File: config.mk
export PLATFORM = sky130hd
export DESIGN_NAME = sreg_tx_sched
export DESIGN_NICKNAME = d
export VERILOG_FILES = /design/src/rtl/sreg_pkg.sv /design/src/rtl/sreg_rr_arb2.sv /design/src/rtl/sreg_tx_sched.sv
export SDC_FILE = /design/constraint.sdc
export NUM_CORES = 1
export LEC_CHECK = 0
export ABC_CLOCK_PERIOD_IN_PS = 2700
export CAP_MARGIN = 20
export CORE_AREA = 2 2 50 52
export DETAILED_ROUTE_END_ITERATION = 8
export DIE_AREA = 0 0 52 54
export PLACE_DENSITY = 0.71
export SYNTH_ARGS = -nofsm -noshare
export SYNTH_HDL_FRONTEND = slang
export SYNTH_SLANG_ARGS = --single-unit
File: constraint.sdc
create_clock -name clk -period 2.7 [get_ports clk]
set_input_delay 0.54 -clock clk [delete_from_list [all_inputs] [get_ports clk]]
set_output_delay 0.54 -clock clk [all_outputs]
set_load 0.05 [all_outputs]
File: src/rtl/sreg_pkg.sv
// Shared types and sizing helpers for the serial shift-register transmit scheduler.
package sreg_pkg;

  typedef enum logic [1:0] {
    S_IDLE  = 2'd0,
    S_SHIFT = 2'd1,
    S_GAP   = 2'd2
  } state_t;

  // Counter width for a down-counter spanning values 0..n-1 (never narrower than 1 bit).
  function automatic int unsigned cnt_w(input int unsigned n);
    return (n < 32'd2) ? 32'd1 : 32'(unsigned'($clog2(n)));
  endfunction

endpackage

File: src/rtl/sreg_rr_arb2.sv
// Two-way round-robin grant; the last_grant pointer moves only when a word is accepted.
module sreg_rr_arb2 (
  input  logic       clk,
  input  logic       reset_al_in,
  input  logic [1:0] req_valid,
  input  logic       en,
  output logic       grant_c,
  output logic       accept_c
);

  logic last_grant_q;

  // On contention, favour whoever did not win last time.
  always_comb begin
    grant_c = 1'b0;
    if (&req_valid) grant_c = ~last_grant_q;
    else            grant_c = req_valid[1];
  end

  assign accept_c = en && (|req_valid);

  always_ff @(posedge clk or negedge reset_al_in) begin
    if (!reset_al_in)  last_grant_q <= 1'b1;
    else if (accept_c) last_grant_q <= grant_c;
  end

endmodule

File: src/rtl/sreg_tx_sched.sv
// Arbitrates two parallel requesters onto one MSB-first serial channel with a
// guaranteed inter-frame gap.
module sreg_tx_sched
  import sreg_pkg::*;
#(
  parameter int unsigned N   = 8,
  parameter int unsigned GAP = 1
) (
  input  logic         clk,
  input  logic         reset_al_in,
  input  logic         req0_valid,
  input  logic [N-1:0] req0_data,
  output logic         req0_ready,
  input  logic         req1_valid,
  input  logic [N-1:0] req1_data,
  output logic         req1_ready,
  output logic         ser_out,
  output logic         ser_frame,
  output logic         ser_src,
  output logic         busy
);

  localparam int unsigned CNT_W = cnt_w(N);
  localparam int unsigned GAP_W = cnt_w(GAP + 32'd1);

  state_t             state_q, state_d;
  logic [N-1:0]       shift_q;
  logic [CNT_W-1:0]   bit_cnt_q;
  logic [GAP_W-1:0]   gap_cnt_q;
  logic               src_q;
  logic               grant_c;
  logic               accept_c;

  // Gating with reset keeps both readys low while reset is held.
  sreg_rr_arb2 u_arb (
    .clk         (clk),
    .reset_al_in (reset_al_in),
    .req_valid   ({req1_valid, req0_valid}),
    .en          ((state_q == S_IDLE) && reset_al_in),
    .grant_c     (grant_c),
    .accept_c    (accept_c)
  );

  assign req0_ready = accept_c && !grant_c;
  assign req1_ready = accept_c &&  grant_c;

  always_comb begin
    state_d = state_q;
    case (state_q)
      S_IDLE:  if (accept_c) state_d = S_SHIFT;
      S_SHIFT: if (bit_cnt_q == '0) state_d = (GAP != 0) ? S_GAP : S_IDLE;
      S_GAP:   if (gap_cnt_q == '0) state_d = S_IDLE;
      default: state_d = S_IDLE;
    endcase
  end

  always_ff @(posedge clk or negedge reset_al_in) begin
    if (!reset_al_in) begin
      state_q   <= S_IDLE;
      shift_q   <= '0;
      bit_cnt_q <= '0;
      gap_cnt_q <= '0;
      src_q     <= 1'b0;
    end else begin
      state_q <= state_d;
      if (accept_c) begin
        shift_q   <= grant_c ? req1_data : req0_data;
        src_q     <= grant_c;
        bit_cnt_q <= CNT_W'(N - 32'd1);
      end
      if (state_q == S_SHIFT) begin
        shift_q <= {shift_q[N-2:0], 1'b0};
        if (bit_cnt_q != '0) bit_cnt_q <= bit_cnt_q - CNT_W'(1);
        else if (GAP != 0)   gap_cnt_q <= GAP_W'(GAP - 32'd1);
      end
      if (state_q == S_GAP && gap_cnt_q != '0) gap_cnt_q <= gap_cnt_q - GAP_W'(1);
    end
  end

  // Line outputs come straight from state and data registers.
  assign ser_frame = (state_q == S_SHIFT);
  assign ser_out   = ser_frame && shift_q[N-1];
  assign ser_src   = src_q;
  assign busy      = (state_q != S_IDLE);

endmodule

==> flow_summary.ini <==
[status]
outcome = complete, no violations

[drt]
via_per_inst = 5.50
drt-total-wl_um = 2090
initialDrtViolationCount = 9
routedWlPerCell_um = 15.4
drtPass1Iterations = 4
via_count = 748
antenna_left = 0
drc = 0

[layout]
nFillCells = 225
syn2layout_area_growth_pct = 38.6
diodes = 0
design_area_um2 = 1200
layout_commonest_cell = clkdlybuf4s50_1
nets = 129
layout-drive-gt1-share_pct = 16.0
layout_common_cells = clkdlybuf4s50_1, dfrtp_1, and2_1

[worst_setup_path]
start_kind = flop
worstSetupEndpointType = output port
crit_path_max_fanout = 14
crit_cells = 3
cp.required_ps = 2160
path_cells = nand2b_2 -> inv_2 -> clkdlybuf4s50_1
cpMaxStageDelayCell = clkdlybuf4s50_1
arrival_ps = 2010
critPathKind = reg2out
r2r_cells = 3
cp_top_family = buffers and inverters
cpPeakStageDelay_ps = 860
cp.buffers_inverters = 2

[clocking]
cts_buffers = 3
cts_max_level = 1
cts_tree = built
path_clk_slew_ps = 90
cts_setup_buffers = 0
cts.sinks = 16
worstSkewPairLatency_ps = 290
cts_root_buf = clkbuf_4
clock_path_buffers = 2
cts_hold_buf = 0

[power]
sw_frac_of_total_pct = 41.9
peakVddDrop_uv = 471
p_comb_share_pct = 51.5
power.switching_mw = 0.484
internal_power_mw = 0.669
power_frac_seq_pct = 34.7
power.leakage_nw = 0.532
pwr_density_cell_nw_per_um2 = 962
clock_power_share_pct = 13.8

[sta]
period_share_pct = 94.5
slew_violations = 0
min_period_ps = 2550
final.setup_skew_ps = 6.51
tns_ps = 0
finalHoldViolCount = 0
worstMarginPinSlew_ps = 509
rsz0062_at_grt = false
fmax_ghz = 0.392
relSlewSlack_pct = 66.0
setup_viol = 0

[placement]
place_congestion = 0.744
placed_cell_area_um2 = 1160
hpwlAfterDp_um = 1550
port_buffers = 25

[synth]
synth_xor_area_share_pct = 0
synth_compound_area_share_pct = 25.5
syn-num-nets = 100
yosys.area_share.simple_pct = 19.0
synth_area_um2 = 865
yosys_warnings = 0
synth_area_per_cell_um2 = 11.1
synth.area.mux_share_pct = 0
synth_top_family_by_area = compound AO/OA/AOI/OAI gates
yosysUniqueCellTypes = 28
yosys.area_share.adder_pct = 2.89
async_flop_share_pct = 100
ys_seq_area_share_pct = 46.5
netlist_instances = 78
synth_edf_count = 0
synth_flop_cell = dfrtp_1
synth_seq_cells = 16

[floorplan]
fp.dieH_um = 54
io_pins = 26
dieArea_um2 = 2810
initial_utilization_pct = 37.3
rows = 18
fp.dieW_um = 52
fp.coreArea_um2 = 2320

[grt]
antenna_found_initial = 0
grt_pass1_vias = 740
grt_max_degree = 18
grt.total_usage_pct = 16.0
grt-ovfl-total = 0
grt_pass1_wl_um = 3230

[job]
drv_cap = 0

[min_path]
hp-class = reg2reg
worstHoldPathCells = 2
routing by layer:
metal  vias up  share of wire, %  global-route usage [%]
li1        356                 -                       -
met1       354                41                    17.0
met2        33                49                    29.7
met3         5               7.5                    3.33
met4         0               1.9                    8.33
met5         -                 0                       0
kinds of logic after synthesis:
logic type               count (synthesis)
AND/OR/NAND/NOR                         25
flip-flops                              16
buffers and inverters                   10
AO/OA/AOI/OAI                           25
adder cells (fa/ha/maj)                  2
cell usage after synthesis (all sizes together), types with 2 or more instances:
| master | n | area [µm²] |
|---|---|---|
| and3 | 4 | 31.3 |
| inv | 7 | 26.3 |
| nand2 | 3 | 11.3 |
| dfrtp | 15 | 375 |
| a32o | 7 | 70.1 |
| nor2 | 4 | 15.0 |
| buf | 2 | 22.5 |
| and2 | 8 | 50.1 |
| a221o | 8 | 81.3 |
| nand2b | 3 | 21.3 |
| a21oi | 4 | 20.0 |
| ha | 2 | 25.0 |
sequential cells by signal (all words and copies together), names as in the netlist:
register and count:
bit_cnt_q 3, gap_cnt_q 1, ser_src 1, shift_q 8, state_q 2, u_arb.last_grant_q 1
final timing paths:
path,end,start,slack (ps)
max,ser_frame,state_q[1],150
min,gap_cnt_q,gap_cnt_q,510
max reg2reg,shift_q[0],u_arb.last_grant_q,1250
min reg2reg,gap_cnt_q,gap_cnt_q,510
max in group asynchronous,u_arb.last_grant_q,reset_al_in,1810
min in group asynchronous,shift_q[5],reset_al_in,630
worst register-to-register path: stages (launching register included):
cell and delay (ps):
dfstp_2 550, nand2_1 190, and4_2 300, a221o_2 300
final cells by class:
class	instances	area [µm²]	area share (%)
Multi-Input combinational cell	52	409	34.1
Sequential cell	16	402	33.5
Timing Repair Buffer	27	288	24.0
Tap cell	30	37.5	3.13
Clock buffer	4	36.3	3.03
Inverter	7	26.3	2.19
metrics by stage:
step                setup WS (ps)  hold WS [ps]  total power, mW  cells  utilization, %
detailed placement            378           495            0.997    132            50.0
finish                        148           514             1.15    136            51.7
global placement              403           487            0.979    132            50.0
CTS                          56.7           523             1.16    136            51.6
floorplan                     828           244            0.819     78               -
global route                 77.4           541             1.23    136            51.7
timing repair:
| action | CTS | global route |
|---|---|---|
| gates resized for setup | 0 | 1 |
| setup endpoints to repair | 0 | 1 |
| endpoints found under the hold margin | 0 | 0 |
power by group through the flow:
stage,Clock (mW),Sequential (mW),Combinational [mW]
floorplan,0,0.413,0.406
global placement,0,0.400,0.579
detailed placement,0,0.404,0.593
CTS,0.162,0.399,0.599
global route,0.179,0.411,0.637
finish,0.159,0.400,0.594
Power figures use the tool's default switching activity.
